## src/rtl/rx_bf_pkg.sv

```systemverilog
// Shared types for the receive beamformer sequencing path: FSM states, sample tags, defaults.
// Pure declarations; no latency or flow control of its own.
package rx_bf_pkg;

    localparam int ADDER_LAT_DEF = 4;
    localparam int BF_SAMP_W     = 16;

    typedef enum logic [2:0] {
        IDLE,
        RXDLY,
        ACQ,
        FLUSH,
        DONE,
        WAIT_TRIG
    } seq_state_t;

    typedef struct packed {
        logic valid;
        logic sol;
        logic eol;
    } tag_t;

endpackage

```

## src/rtl/rx_tag_pipe.sv

```systemverilog
// ce-gated tag shift register aligning {valid,sol,eol} with adder output; ADDER_LAT ce pulses
// from push to out_valid (output register counts as the last stage); no backpressure, abort clears.
module rx_tag_pipe
    import rx_bf_pkg::*;
#(
    parameter int ADDER_LAT = ADDER_LAT_DEF
) (
    input  logic clk,
    input  logic rst_n,
    input  logic abort,
    input  logic ce,
    input  tag_t tag_in,
    output logic out_valid,
    output logic out_sol,
    output logic out_eol
);

    tag_t sr [ADDER_LAT-1];

    always_ff @(posedge clk or negedge rst_n) begin
        if (!rst_n) begin
            for (int i = 0; i < ADDER_LAT - 1; i++) sr[i] <= '0;
            out_valid <= 1'b0;
            out_sol   <= 1'b0;
            out_eol   <= 1'b0;
        end else if (abort) begin
            for (int i = 0; i < ADDER_LAT - 1; i++) sr[i] <= '0;
            out_valid <= 1'b0;
            out_sol   <= 1'b0;
            out_eol   <= 1'b0;
        end else begin
            // The pulse that moves a tag out of the last shift stage is its ADDER_LAT-th one.
            out_valid <= ce & sr[ADDER_LAT-2].valid;
            out_sol   <= ce & sr[ADDER_LAT-2].valid & sr[ADDER_LAT-2].sol;
            out_eol   <= ce & sr[ADDER_LAT-2].valid & sr[ADDER_LAT-2].eol;
            if (ce) begin
                sr[0] <= tag_in;
                for (int i = 1; i < ADDER_LAT - 1; i++) sr[i] <= sr[i-1];
            end
        end
    end

endmodule

```

## src/rtl/rx_line_sequencer.sv

```systemverilog
// Scan-line sequencer driving adder ce: start -> first ce after 1+cfg_rx_dly cycles, out_valid ADDER_LAT
// ce pulses later; never stalls, no backpressure. Optional decimation with RX_DECIM_EN.
module rx_line_sequencer
    import rx_bf_pkg::*;
#(
    parameter int ADDER_LAT = ADDER_LAT_DEF,
    parameter int CNT_W     = 16,
    parameter int LINE_W    = 10
`ifdef RX_DECIM_EN
   ,parameter int DECIM_W   = 4
`endif
) (
    input  logic                 clk,
    input  logic                 rst_n,
    input  logic                 start,
    input  logic                 abort,
    input  logic [CNT_W-1:0]     cfg_rx_dly,
    input  logic [CNT_W-1:0]     cfg_num_samp,
    input  logic [LINE_W-1:0]    cfg_num_lines,
`ifdef RX_DECIM_EN
    input  logic [DECIM_W-1:0]   cfg_decim,
`endif
    input  logic [BF_SAMP_W-1:0] adder_dout,
    output logic                 adder_ce,
    output logic [BF_SAMP_W-1:0] out_data,
    output logic                 out_valid,
    output logic                 out_sol,
    output logic                 out_eol,
    output logic [LINE_W-1:0]    line_idx,
    output logic                 line_done,
    output logic                 frame_done,
    output logic                 busy
);

    localparam int              FC_W    = $clog2(ADDER_LAT) + 1;
    localparam logic [FC_W-1:0] FC_LAST = FC_W'(ADDER_LAT - 1);

    seq_state_t         state;
    logic [CNT_W-1:0]   cnt, scnt;
    logic [FC_W-1:0]    fcnt;
    logic [CNT_W-1:0]   sh_dly, sh_samp;
    logic [LINE_W-1:0]  sh_lines;
    tag_t               tag_q;
    logic [CNT_W-1:0]   dly_src, samp_src;
    logic               acq_go, pace_ok;

`ifdef RX_DECIM_EN
    logic [DECIM_W-1:0] sh_decim, dcnt, dec_src;

    function automatic logic [DECIM_W-1:0] dec_reload(input logic [DECIM_W-1:0] d);
        return (d == '0) ? '0 : d - 1'b1;
    endfunction

    assign dec_src = (state == IDLE) ? cfg_decim : sh_decim;
    assign pace_ok = (dcnt == '0);
`else
    assign pace_ok = 1'b1;
`endif

    // A start from IDLE uses the live config because the shadow copy lands on the same edge.
    assign dly_src  = (state == IDLE) ? cfg_rx_dly   : sh_dly;
    assign samp_src = (state == IDLE) ? cfg_num_samp : sh_samp;
    assign acq_go   = ((state == IDLE || state == WAIT_TRIG) && start && dly_src == '0)
                    || (state == RXDLY && cnt == CNT_W'(1));
    assign busy     = (state != IDLE) && (state != WAIT_TRIG);

    always_ff @(posedge clk or negedge rst_n) begin
        if (!rst_n) begin
            state      <= IDLE;
            cnt        <= '0;
            scnt       <= '0;
            fcnt       <= '0;
            sh_dly     <= '0;
            sh_samp    <= '0;
            sh_lines   <= '0;
            tag_q      <= '0;
            adder_ce   <= 1'b0;
            line_done  <= 1'b0;
            frame_done <= 1'b0;
            line_idx   <= '0;
`ifdef RX_DECIM_EN
            sh_decim   <= '0;
            dcnt       <= '0;
`endif
        end else begin
            adder_ce   <= 1'b0;
            line_done  <= 1'b0;
            frame_done <= 1'b0;
            tag_q      <= '0;
            if (abort) begin
                state    <= IDLE;
                line_idx <= '0;
            end else begin
                case (state)
                    IDLE, WAIT_TRIG: begin
                        if (start) begin
                            if (state == IDLE) begin
                                sh_dly   <= cfg_rx_dly;
                                sh_samp  <= cfg_num_samp;
                                sh_lines <= cfg_num_lines;
                                line_idx <= '0;
`ifdef RX_DECIM_EN
                                sh_decim <= cfg_decim;
`endif
                            end
                            if (dly_src != '0) begin
                                state <= RXDLY;
                                cnt   <= dly_src;
                            end
                        end
                    end
                    RXDLY: cnt <= cnt - 1'b1;
                    ACQ: begin
                        if (pace_ok) begin
                            adder_ce <= 1'b1;
                            if (scnt == sh_samp) begin
                                state <= FLUSH;
                                fcnt  <= FC_W'(1);
                            end else begin
                                tag_q <= '{valid: 1'b1, sol: 1'b0,
                                           eol: ((scnt + 1'b1) == sh_samp)};
                                scnt  <= scnt + 1'b1;
                            end
                        end
                    end
                    FLUSH: begin
                        // After the final flush pulse wait one idle cycle so line_done trails the last out_valid.
                        if (fcnt == FC_LAST) begin
                            if (!adder_ce) begin
                                state      <= DONE;
                                line_done  <= 1'b1;
                                frame_done <= (line_idx == sh_lines - 1'b1);
                            end
                        end else if (pace_ok) begin
                            adder_ce <= 1'b1;
                            fcnt     <= fcnt + 1'b1;
                        end
                    end
                    DONE: begin
                        if (frame_done) begin
                            state <= IDLE;
                        end else begin
                            line_idx <= line_idx + 1'b1;
                            state    <= WAIT_TRIG;
                        end
                    end
                    default: state <= IDLE;
                endcase
`ifdef RX_DECIM_EN
                if (state == ACQ || state == FLUSH)
                    dcnt <= pace_ok ? dec_reload(sh_decim) : dcnt - 1'b1;
`endif
                if (acq_go) begin
                    state    <= ACQ;
                    adder_ce <= 1'b1;
                    tag_q    <= '{valid: 1'b1, sol: 1'b1, eol: (samp_src == CNT_W'(1))};
                    scnt     <= CNT_W'(1);
`ifdef RX_DECIM_EN
                    dcnt     <= dec_reload(dec_src);
`endif
                end
            end
        end
    end

    always_ff @(posedge clk or negedge rst_n) begin
        if (!rst_n) out_data <= '0;
        else        out_data <= adder_dout;
    end

    rx_tag_pipe #(
        .ADDER_LAT (ADDER_LAT)
    ) u_tag_pipe (
        .clk       (clk),
        .rst_n     (rst_n),
        .abort     (abort),
        .ce        (adder_ce),
        .tag_in    (tag_q),
        .out_valid (out_valid),
        .out_sol   (out_sol),
        .out_eol   (out_eol)
    );

endmodule

```

## config.mk

```make
export PLATFORM = sky130hd
export DESIGN_NAME = rx_line_sequencer
export DESIGN_NICKNAME = d
export VERILOG_FILES = /design/src/rtl/rx_bf_pkg.sv /design/src/rtl/rx_tag_pipe.sv /design/src/rtl/rx_line_sequencer.sv
export SDC_FILE = /design/constraint.sdc
export NUM_CORES = 1
export LEC_CHECK = 0
export BUFFER_PORTS_ARGS = -buffer_cell sky130_fd_sc_hd__buf_2
export CORE_MARGIN = 4
export CORE_UTILIZATION = 55
export CTS_CLUSTER_DIAMETER = 100
export DETAILED_ROUTE_END_ITERATION = 16
export PLACE_DENSITY = 0.74
export SKIP_CTS_REPAIR_TIMING = 1
export SYNTH_ARGS = -nofsm -noshare
export SYNTH_HDL_FRONTEND = slang
export SYNTH_HIERARCHICAL = 1
export SYNTH_SLANG_ARGS = --single-unit
```

## constraint.sdc

```tcl
create_clock -name clk -period 3.3 [get_ports clk]
set_clock_uncertainty 0.2 [all_clocks]
set_input_delay 0.33 -clock clk [delete_from_list [all_inputs] [get_ports clk]]
set_output_delay 0.33 -clock clk [all_outputs]
set_load 0.02 [all_outputs]
```

* Yosys cells after proc, flatten, opt, wreduce, memory -nomap -nowiden *
Cells that the tools add are included.

word-level totals
  logic and storage cells = 131
  input port bits = 62
  output and inout bits = 33
  bits in registers = 124

operators by class
  reductions and logical operators = 23
  equality and inequality tests = 26
  add/subtract/negate cells = 5
  bitwise logic cells = 4
  mux-type cells = 46

operators by type and width
  kind                                                  number
  two-way mux 16 bit                                    7
  two-way mux 3 bit                                     14
  two-way mux 10 bit                                    4
  equality test 16 x 1 -> 1 bit, second input constant  2
  equality test 16 bit                                  2
  one-hot mux 16 bit (2 select lines)                   1
  != test 4 bit, second input constant                  5
  one-hot mux 10 bit (2 select lines)                   1
  two-way mux 9 bit                                     2
  adder 16 x 1 -> 16 bit, second input constant         1
  zero test 16 bit                                      1
  AND reduction 4 bit                                   4
  nonzero test 16 bit                                   1
  subtractor 16 x 1 -> 16 bit, second input constant    1
  != test 3 bit, second input constant                  5
  one-hot mux 3 bit (5 select lines)                    1
  two-way mux 1 bit                                     14
  adder 10 x 1 -> 10 bit, second input constant         1
  equality test 10 bit                                  1
  != test 2 bit, second input constant                  5
  subtractor 10 x 1 -> 10 bit, second input constant    1
  equality test 3 x 2 -> 1 bit, second input constant   3
  nonzero test 2 bit                                    4
  equality test 3 bit, second input constant            2
  13 further kinds                                      21

* Longest topological paths before layout *
Gate-level depths: netlist of the first run.

  depth after elaboration = 8
  depth in mapped cells = 8
  gate-level depth less buffers = 8

* Hierarchy *
Netlist of the first run, hierarchy kept.

modules (own cells, without submodules)
  module             cells each  seq. area each (µm²)  times used  area each (µm²)
  rx_line_sequencer  624         2,802.7               1           6,185.9
  rx_tag_pipe        35          300.3                 1           467.9

* Worst setup path after synthesis of the first run *
No wires, ideal clock.

  path kind = reg2reg
  start point = reg cnt[0]
  end point = reg cnt[13]
  arrival time = 1.944 ns
  data required time = 2.979 ns
  buffers on the path = 0
  clock period less this slack = 2.265 ns
  setup slack = 1.035 ns
  setup time = 0.121 ns
  stages on the path, launching flop included = 7
  cell sequence = dfrtp_1 -> or4_4 -> or3_4 -> or2_4 -> nor4_2 -> o21ai_1 -> a22o_1

between the ends
  word-level cells in the longest chain between the ends = 2

ends and longest elaborated chain
  element                              RTL line                  RTL
  start: declaration                   rx_line_sequencer.sv:39   logic [CNT_W-1:0] cnt, scnt;
  start signal: assignment             rx_line_sequencer.sv:108  cnt <= dly_src;
  start signal: assignment             rx_line_sequencer.sv:112  RXDLY: cnt <= cnt - 1'b1;
  subtractor 16 x 1 -> 16 bit          rx_line_sequencer.sv:112
  one-hot mux 16 bit (2 select lines)  rx_line_sequencer.sv:94   case (state)

Every way passes these cells.
A chain may end at the register's enable or synchronous reset.

* Final worst setup path of the first run *
  start point = in cfg_rx_dly[9]
  end point = reg cnt[0]

between the ends
  word-level cells in the longest chain between the ends = 4

ends and longest elaborated chain
  element                        RTL line                  RTL
  start: declaration             rx_line_sequencer.sv:17   input logic [CNT_W-1:0] cfg_rx_dly,
  two-way mux 16 bit             -
  nonzero test 16 bit            rx_line_sequencer.sv:106  if (dly_src != '0) begin
  != test 2 bit (no line)        -
  AND reduction 4 bit (no line)  -

Every way passes these cells.

==> results of run 1 <==
[cell type report]
type | instances | area [um^2] | area share [%]
Clock buffer | 18 | 439 | 5.29
Multi-Input combinational cell | 482 | 3290 | 39.6
Clock inverter | 14 | 146 | 1.76
Inverter | 24 | 90.1 | 1.09
Sequential cell | 124 | 3100 | 37.4
Tap cell | 143 | 179 | 2.16
Timing Repair Buffer | 152 | 1050 | 12.7
[worst min-delay path by stage]
stage | slack (ns) | start | to
6_report | 0.04 | cfg_rx_dly[13] | sh_dly[13]$_DFFE_PN0P_
5_1_grt | 0.03 | cfg_rx_dly[13] | sh_dly[13]$_DFFE_PN0P_
4_1_cts | -0.21 | adder_dout[4] | out_data[4]$_DFF_PN0_
3_5_place_dp | 0.24 | adder_dout[12] | out_data[12]$_DFF_PN0_
3_3_place_gp | 0.24 | adder_dout[8] | out_data[8]$_DFF_PN0_
2_1_floorplan | -0.17 | rst_n | adder_ce$_DFF_PN0_
[flip-flops by register name (all words and copies together), names as in the netlist]
signal                cells
cnt                      16
out_data                 16
scnt                     16
sh_dly                   16
sh_samp                  16
line_idx                 10
sh_lines                 10
u_tag_pipe/sr             9
fcnt                      3
state                     3
tag_q                     3
adder_ce                  1
frame_done                1
line_done                 1
u_tag_pipe/out_eol        1
u_tag_pipe/out_sol        1
u_tag_pipe/out_valid      1
[cells by family after synthesis]
family          after synthesis
simple gates                227
compound gates              140
flops                       124
mux                          61
buf+inv                      53
xor+xnor                     47
fa+ha+maj                     7
[report_power, final]
group          switching, mW  internal (mW)  leakage, nW
Combinational          0.528          0.511         1.87
Clock                  0.706           1.13        0.270
Sequential             0.305           1.75         1.52
Total                   1.54           3.39         3.66
[per-stage QoR]
stage	hold slack, ns	setup slack [ns]	std cells
after floorplan	-0.166	1.03	659
after CTS	-0.207	0.542	909
final	0.0377	0.389	957
after detailed placement	0.239	0.513	877
after global routing	0.0318	0.279	957
after global placement	0.239	0.537	877
[metal layers]
metal	global-route usage, %	wire length, um	part of all wire, %
met5	0	0	0
met3	6.20	1100	6.3
met4	8.06	337	1.9
met2	38.0	8780	50
met1	31.5	7190	41
[synth_stat cells (6+ instances only)]
| cell | n | area share [%] |
|---|---|---|
| nor2_1 | 67 | 3.8 |
| a31oi_1 | 6 | 0.56 |
| inv_1 | 24 | 1.4 |
| or3_1 | 9 | 0.85 |
| and3_1 | 10 | 0.94 |
| mux2i_1 | 27 | 4.1 |
| nand2_1 | 37 | 2.1 |
| xnor2_1 | 31 | 4.1 |
| ha_1 | 7 | 1.3 |
| nand3_1 | 18 | 1.4 |
| nor4_1 | 23 | 2.2 |
| a21oi_1 | 36 | 2.7 |
| nor3_1 | 12 | 0.90 |
| clkbuf_1 | 7 | 0.39 |
| buf_2 | 11 | 0.83 |
| o21ai_0 | 51 | 3.8 |
| xor2_1 | 14 | 1.8 |
| mux2_2 | 34 | 5.8 |
| dfrtp_1 | 124 | 47 |
| nand4_1 | 14 | 1.3 |
[layout by cell type, fill, tap and decap left out, types with 18 or more instances in the layout]
cell type      synthesis  final
a21oi_1               36     36
buf_2                 11     93
dfrtp_1              124    124
dlygate4sd3_1          0     48
inv_1                 24     24
mux2_2                34     34
mux2i_1               27     27
nand2_1               37     37
nand3_1               18     18
nor2_1                67     67
nor4_1                23     23
o21ai_0               51     51
xnor2_1               31     31
==> results.txt, run 1 <==
The average instance area after synthesis is 10.1 um^2. Summing the areas of all fa, ha and maj instances in the mapped netlist gives 1.32% of the synthesized area. The remaining number of nets flagged by the antenna check after routing came out at 0. In this run the number of H-tree levels came out at 4. The delay contributed by the slowest stage of the critical path is 0.53 ns.

The worst supply voltage drop on vdd came out at 568 uV. The worst setup slack for register-to-register paths is 0.52 ns. The number of nets in the synthesized netlist came out at 728.

The final non-filler cell area came out at 8300 um^2. Measured along the x axis, the die boundary spans 118 um. The tree is rooted in a clkbuf_16.

The number of enable flip-flop cells after synthesis came out at 0. Setup violations remaining at the end of the flow were counted as 0. The global placer's final weighted congestion is 0.946. The clock-pin slew reported for the worst setup and hold paths after clock tree synthesis came out at 0.05 ns.

The multiplexer share of the synthesized area is 9.82%. The starting utilization of the core area came out at 57.3%. The clock passes through at most 2 buffers.

The via count of the first global-routing pass is 5477. The count of buffering cells on the critical path with inverters included came out at 2. Buffers inserted during clock tree synthesis total 17.

For this design, the slowest cell found on the critical path is dlygate4sd3_1. The final net count came out at 870. The number of sinks on the clock net is 124.

After synthesis the cells add up to 6650 um^2. The routed length per instance came out at 18.2 um. The later pin in the worst-skew pair is clocked with a latency of 0.43 ns. The standby leakage power is 3.66 nW.

The number of distinct standard cells referenced by the synthesized netlist came out at 74. The clock period could shrink to 2.91 ns. The I/O pin total is 95. The startpoint-to-endpoint class of the critical path is primary input to flop. The endpoint kind of the worst setup timing path is a flop. Headroom to the max-slew limit came out at 46.3%.

Tracing the worst setup path back leads to its startpoint at cfg_rx_dly[9]. The most used flip-flop cell after synthesis is dfrtp_1. The startpoint type of the worst setup path is a primary input. Global routing used 23.7% of the available tracks across all layers. The initial detailed-routing violation count is 453. The run finished with clean final reports. The count of input and output buffers is 94. The post-synthesis sequential area ratio came out at 46.6%. The leftover overflow at the end of global routing is 0. The total placed instance area came out at 7230 um^2. Traced cell by cell, the critical path runs through dlygate4sd3_1, buf_2, nor4_1, nand4_1, o22ai_2, a221o_1, nor2_1, a221o_1. The first-pass GRT wire length came out at 26900 um. The transition time of the tightest slew-check pin came out at 0.806 ns. Cells with a size suffix above 1 make up 23.7% of the layout.

The origin of the critical flop-to-flop path is state[1]$_DFFE_PN0P_. The timing endpoint of the critical path is cnt[0]$_DFFE_PN0P_. Cells fill 71.5% of the core in the end. The cell count of the worst hold path came out at 2. TritonCTS built the clock tree. The Yosys step of the flow raised 6 warnings. The remaining design rule violation count is 0.

The count of maximum capacitance violations is 0. The layout has 834 filler cells. The layout overhead on the synthesized area is 24.7%. The largest fanout of any net on the critical path is 7. The end of the worst register-to-register path is cnt[9]$_DFFE_PN0P_. The number of iterations in the first detailed-routing pass came out at 5. The total number of cells along the worst setup path is 8. After synthesis, the largest family of logic cells by area is simple AND/OR/NAND/NOR gates. The total count of hold-check failures in the final report came to 0. Measured in cells, the most critical reg-to-reg path has a length of 7. The die area came out at 13900 um^2. Setup repair after global routing left no endpoint under its margin. After Yosys synthesis, XOR and XNOR cells account for 6.51% of the synthesized area.

The post-synthesis simple-gate area fraction came out at 18.4%. The post-synthesis register bit count came out at 124. The core region is 11600 um^2.

The per-cell via count in the routed design came out at 6.02. The cell family contributing the most delay on the critical path is compound AO/OA/AOI/OAI gates. The pin count of the biggest net entering global routing is 125.

The share of async-settable or async-resettable flops after synthesis came out at 100%. In this design, the critical path's most frequently occurring cell is a221o_1. Total power for the finished layout comes to 4.93 mW.

The count of standard-cell rows is 39. Data on the critical path is required at its endpoint by 3.40 ns. The synthesized-area fraction occupied by ao, oa, aoi and oai cells came out at 13.4%. 0 antenna diodes ended up in the layout. The path category of the worst min-delay check is primary input to flop.

The final period utilization is 88.2%. Summed over all nets, the half-perimeter wirelength after detailed placement is 11200 um. The initial antenna violation count is 0. The maximum achievable frequency came out at 344 MHz.

The data arrival time at the worst-slack endpoint came out at 3.01 ns. The accumulated negative setup slack came out at 0 ns. The overall routed net length came out at 17400 um.

The final max-slew violation count came out at 0. In the synthesized netlist, the number of instances is 659. The power per standard cell area came out at 594 nW/um^2. The final route contains 5759 vias. The y dimension of the die is 118 um.
Note: power is estimated with default switching activity, not from simulation.
==> inputs of run 2 (changes only) <==
CORE_MARGIN = 2   (was 4)
HOLD_SLACK_MARGIN = 0.03   (was unset)
REMOVE_ABC_BUFFERS = 1   (was unset)
==> run 2 against run 1 <==
Compared with the run above: die area decreased by 6.7%; global-route usage rose by 1.7 points; register-to-register slack worse by 0.03 ns; combinational power hardly changed; sequential power about the same; critical path depth unchanged; total power rose by 2.9%; utilization is 1.4 points lower; sequential share of layout area is 0.19 points lower; hold slack better by 0.043 ns; largest cell class unchanged; final area grew 0.50%.
==> results.txt, run 2 (synthesis gave the netlist of run 1 again) <==
The number of diodes added for antenna fixing is 0. The total count of hold-check failures in the final report came out at 0. From bottom edge to top edge, the die measures 114 um.

TritonCTS created 17 clock buffers. The clock-pin slew reported for the worst setup and hold paths after clock tree synthesis came out at 0.06 ns. The first-pass GRT wire length is 26000 um. The number of sinks on the clock net is 124.

The worst setup path is captured at a flop. The fill cell total of the finished layout came out at 879. The via count of the first global-routing pass is 5379.

The clock insertion delay at the later pin of the skew report is 0.42 ns. The initial utilization of the core area, before any placement, comes to 55.9%. After detailed routing, the number of vias per cell comes to 5.96.

The minimum clock period after layout is 2.83 ns. The placeable core region is 11900 um^2. The worst hold path was traced through 3 stages.

The count of input and output buffers came out at 94. The tool flagged a number of max-cap violations equal to 0. The required time at the endpoint of the critical path is 3.40 ns.

Once layout is done, the placed cells without fillers occupy 8340 um^2. The run finished with clean final reports. The final period utilization is 85.9%. The global placer's final weighted congestion is 0.945. The final max-slew violation count is 0. The remaining design rule violation count came out at 0. The switching power share of the total came out at 30.1%. The die area is 13000 um^2. The power per standard cell area is 608 nW/um^2.

The cell depth of the worst flop-to-flop path is 7. The routed length per instance is 17.6 um. The end of the worst register-to-register path is cnt[9]$_DFFE_PN0P_. Wires add up to 16900 um. The CTS root buffer is clkbuf_16. The detail route stage leaves a number of antenna-violating nets equal to 0. The number of iterations in the first detailed-routing pass came out at 5. The maximum achievable frequency is 353 MHz. After floorplanning, the core was divided into 40 placement rows. Summed over all nets, the switching power comes to 1.53 mW.

The power share of the clock group is 38.9%. The standby leakage power is 3.68 nW. After global routing the overflow that remains totals 0. The sum of net half-perimeters after detailed placement is 11100 um. From synthesis to final layout, the design area changed by 25.4%. Setup repair after global routing left no endpoint under its margin. The relative max-transition margin is 56.9%.

The largest fanout of any net on the critical path is 13. The path category of the worst min-delay check is primary input to flop. The CTS tree is yes. The global routing usage summed across all routing layers came out at 25.4%. The ratio of cells with drive above 1 in the final layout is 23.6%. Internal power comes to 3.55 mW.

The H-tree was split into 4 levels. The detailed-route via count is 5730. Registers take 3100 um^2. In the layout the commonest cells are dfrtp_1, buf_2, nor2_1.

The data arrival time at the worst-slack endpoint came out at 2.94 ns. The commonest non-fill, non-tap cell in the layout is dfrtp_1. The worst setup path is of the primary input to flop kind. The maximum clock insertion buffer count is 2.

The multi-input logic area is 3290 um^2. The startpoint type of the worst setup path is a primary input. Across all hold checks on the routed design, the worst slack comes to 0.0803 ns. Setup violations remaining at the end of the flow were counted as 0. The I/O pin total came out at 95. The origin of the critical flop-to-flop path is state[2]$_DFFE_PN0P_.

For this run, the post-layout net count is 870. The transition time of the tightest slew-check pin is 0.640 ns. The initial antenna violation count is 0.

The accumulated negative setup slack came out at 0 ns. For hold timing, the worst endpoint is sh_dly[14]$_DFFE_PN0P_. The detailed router finished its first iteration with 514 violations. The setup check on the worst reg-to-reg path leaves a slack of 0.49 ns. The worst supply voltage drop on vdd came out at 474 uV.

The combinational share of power is 20.5%. In this run the most critical hold path is launched from cfg_rx_dly[14]. After detailed placement, the total cell area comes to 7220 um^2. From left edge to right edge, the die measures 114 um. Entering global routing, the biggest net connects 89 pins. Sequential cells burn 40.5% of the power.
[run 2: changes by cell type in the layout (fill, tap and decap cells not counted)]
cell	change
dlygate4sd3_1	+1
clkinv_4	+1
bufinv_16	+2
clkinvlp_4	-3
buf_12	-1
[run 2: worst max path at each step]
| stage | startpoint | slack, ns | endpoint | depth (start not counted) |
|---|---|---|---|---|
| after global routing | state[2]$_DFFE_PN0P_ | 0.30 | cnt[9]$_DFFE_PN0P_ | 7 |
| after CTS | state[2]$_DFFE_PN0P_ | 0.49 | cnt[9]$_DFFE_PN0P_ | 7 |
| after floorplan | state[1]$_DFFE_PN0P_ | 0.07 | sh_dly[0]$_DFFE_PN0P_ | 3 |
| after global placement | cfg_rx_dly[3] | 0.61 | cnt[0]$_DFFE_PN0P_ | 7 |
| final | cfg_rx_dly[0] | 0.47 | cnt[0]$_DFFE_PN0P_ | 8 |
| after detailed placement | state[2]$_DFFE_PN0P_ | 0.50 | cnt[9]$_DFFE_PN0P_ | 7 |
[run 2: per-layer routing]
layer | vias to the layer above | track usage [%] | part of all wire, %
met5 | - | 0 | 0
met4 | 0 | 11.7 | 2.4
met3 | 36 | 5.74 | 5.7
met2 | 202 | 40.3 | 50
met1 | 2811 | 33.5 | 42
li1 | 2681 | - | -
[run 2: area by class of cell]
| cell class | count | share of cell area [%] |
|---|---|---|
| clock buffers | 18 | 5.26 |
| clock inverters | 14 | 2.31 |
| inverters | 24 | 1.08 |
| multi-input cells | 482 | 39.4 |
| flip-flops and latches | 124 | 37.2 |
| well taps | 147 | 2.20 |
| repair buffers | 152 | 12.5 |
[run 2: per-stage QoR]
stage          total power, mW  util (%)  std cells  worst slack, ns
6_report                  5.08      70.0        961            0.465
2_1_floorplan             2.71         -        630           0.0734
3_3_place_gp              2.99      60.6        880            0.614
3_5_place_dp              3.04      60.6        880            0.498
5_1_grt                   5.31      70.0        961            0.298
4_1_cts                   5.04      65.9        912            0.487
[run 2: critical path, cell delays in order]
cell and delay, ns:
dlygate4sd3_1 0.53, buf_2 0.13, nor4_1 0.42, nand4_1 0.23, o22ai_2 0.33, a221o_1 0.48, nor2_1 0.11, a221o_1 0.36
[run 2: power groups by stage]
stage | Sequential [mW] | Combinational, mW | Clock [mW]
floorplan | 1.99 | 0.716 | 0
CTS | 2.04 | 0.990 | 2.00
global placement | 2.05 | 0.938 | 0
finish | 2.06 | 1.04 | 1.97
detailed placement | 2.06 | 0.977 | 0
global route | 2.08 | 1.14 | 2.08
==> inputs of run 3 (changes only) <==
--- a/config.mk
+++ b/config.mk
@@ -11,5 +11,5 @@
 export CTS_CLUSTER_DIAMETER = 100
 export DETAILED_ROUTE_END_ITERATION = 16
-export HOLD_SLACK_MARGIN = 0.03
+export HOLD_SLACK_MARGIN = 0.08
 export PLACE_DENSITY = 0.74
 export REMOVE_ABC_BUFFERS = 1
==> constraint.sdc (replaced) <==
create_clock -name clk -period 3.3 [get_ports clk]
set_clock_uncertainty 0.2 [all_clocks]
set_input_delay 0.495 -clock clk [delete_from_list [all_inputs] [get_ports clk]]
set_output_delay 0.495 -clock clk [all_outputs]
set_load 0.02 [all_outputs]
==> run 3 against run 2 <==
Compared with the run above: critical path depth is 1 lower; total power is 2.7% lower; global-route usage is 0.068 points lower; routed wire length is 5.4% lower; count of clock-buffer cells in the layout is 1 lower; combinational power is 4% lower; sequential share of layout area is 1.5 points higher; first-iteration DRC count is 17% lower.
==> results.txt, run 3 (synthesis gave the netlist of run 1 again) <==
The flow ran to the end, and the final reports show no timing, DRC or antenna violations. The overall power of the completed layout came out at 4.94 mW. The sum of net half-perimeters after detailed placement is 11400 um. The number of sinks on the clock net is 124. The leftover overflow at the end of global routing is 0. The worst supply voltage drop on vdd is 494 uV.

The maximum achievable frequency is 361 MHz. The die extent in x came out at 114 um. The maximum level of the CTS H-tree is 4. The area growth from synthesis to layout is 20.5%. The delay contributed by the slowest stage of the critical path is 0.53 ns. The floorplan has 40 rows.

The launch point of the worst path is state[1]$_DFFE_PN0P_. The y dimension of the die is 114 um. The die area came out at 13000 um^2. The number of diodes added for antenna fixing is 0. Of the cells placed in the final design, the portion with a size suffix greater than 1 is 24.7%. The remaining number of nets flagged by the antenna check after routing came out at 0. STA puts the critical path data arrival time at 2.87 ns. The standby leakage power came out at 3.56 nW. For this run, design rule violations remaining after detail routing come to 0. The multi-input logic area came out at 3290 um^2. The largest fanout of any net on the critical path came out at 11. The CTS root buffer is clkbuf_16. In the final timing run, aggregate negative setup slack is 0 ns. The startpoint identified for the worst hold timing path is cfg_num_lines[2].

The final net count is 840. For this design the top-level I/O count stands at 95. The count of maximum capacitance violations came out at 0. The global placer's final weighted congestion is 0.928. The final period utilization is 83.9%.

Setup repair after global routing left no endpoint under its margin. Global routing used 25.4% of the available tracks. The overall routed net length is 16000 um. The placeable core region is 11900 um^2. The first detailed-routing pass ran for 6 iterations. The startpoint type of the worst setup path is a flop. For the finished layout, the period the worst path requires is 2.77 ns.

The pin count of the biggest net entering global routing is 95. The clock insertion delay at the later pin of the skew report is 0.41 ns. The area occupied by registers came out at 3100 um^2. The routed length per instance is 17.2 um. The final non-filler cell area is 8020 um^2.

The final max-slew violation count came to 0. The first global-routing pass estimated 26000 um of wire. The number of placed instances with taps included came out at 882. Traced cell by cell, the critical path runs through or3_1, nand3_1, o22ai_2, a221oi_4, buf_4, o21ai_0, a22o_1. The clock-pin slew reported for the worst setup and hold paths after clock tree synthesis is 0.06 ns.

Excluding fillers, the count of instances in the completed layout stands at 931. The min-delay analysis places its worst path in the category primary input to flop. The count of final setup violators came out at 0. The maximum clock insertion buffer count is 2. The power per standard cell area came out at 616 nW/um^2. The fill cell total of the finished layout came out at 939. In this run the critical register-to-register path is launched from state[1]$_DFFE_PN0P_.

Among all stages on the critical path, the largest delay is contributed by dfrtp_1. The top cell types in the final layout, fill and taps aside, are dfrtp_1, buf_2, nor2_1. The total count of hold-check failures in the final report is 0.

The CTS buffer count came out at 17. For this block, the via count after detailed routing is 5544. The via count of the first global-routing pass was 5275. The initial antenna violation count came out at 0. TritonCTS built the clock tree. The detailed router finished its first iteration with 429 violations. The count of input and output buffers is 94.

The endpoint kind of the worst setup timing path is a flop. The commonest non-fill, non-tap cell in the layout is dfrtp_1. Measured against its own limit, the worst slew margin works out to 49.8%. The starting utilization of the core area came out at 55.9%.

The per-cell via count in the routed design is 5.95. The transition time of the tightest slew-check pin came out at 0.753 ns. The required time at the endpoint of the critical path is 3.40 ns. The startpoint-to-endpoint class of the critical path is flop to flop. Once placement finished, the instance area stood at 7250 um^2.
## run 3: final cells by class
type / instances / area share, %
Clock buffer: 17 / 5.31
Tap cell: 147 / 2.29
Clock inverter: 15 / 2.17
Sequential cell: 124 / 38.7
Inverter: 24 / 1.12
Timing Repair Buffer: 122 / 9.36
Multi-Input combinational cell: 482 / 41.0
## run 3: worst paths after layout
| kind | to | slack [ns] | cells past startpoint |
|---|---|---|---|
| setup / recovery | cnt[2]$_DFFE_PN0P_ | 0.53 | 7 |
| hold / removal | sh_lines[2]$_DFFE_PN0P_ | 0.11 | 2 |
| setup reg to reg | cnt[2]$_DFFE_PN0P_ | 0.53 | 7 |
| hold reg to reg | u_tag_pipe/out_eol$_DFF_PN0_ | 0.28 | 1 |
| max in group asynchronous | line_idx[5]$_DFFE_PN0P_ | 1.72 | 3 |
| min in group asynchronous | out_data[4]$_DFF_PN0_ | 0.35 | 2 |
## run 3: critical path: cells and delay by family (launching register included)
family,cells,cell delay (ns)
flops,1,0.53
compound gates,4,0.96
simple gates,2,0.70
buf+inv,1,0.25
## run 3: report_power, final
group	internal (mW)	switching, mW	total (mW)
sequential	1.75	0.298	2.05
clock	1.18	0.695	1.88
combinational	0.487	0.518	1.00
total	3.43	1.51	4.94
## run 3: metal layers
layer	GRT usage (%)	part of all wire [%]	wire (um)	vias up
li1	-	-	-	2624
met1	32.6	43	6850	2688
met2	41.8	49	7850	211
met3	6.80	6.7	1080	21
met4	8.46	1.7	266	0
met5	0	0	0	-
## run 3: through the flow
step | utilization (%) | hold WS [ns] | setup slack [ns]
2_1_floorplan | - | -0.000591 | 0.0734
3_3_place_gp | 60.8 | 0.252 | 0.662
3_5_place_dp | 60.8 | 0.251 | 0.550
4_1_cts | 65.9 | -0.191 | 0.551
5_1_grt | 67.3 | 0.105 | 0.378
6_report | 67.3 | 0.113 | 0.531
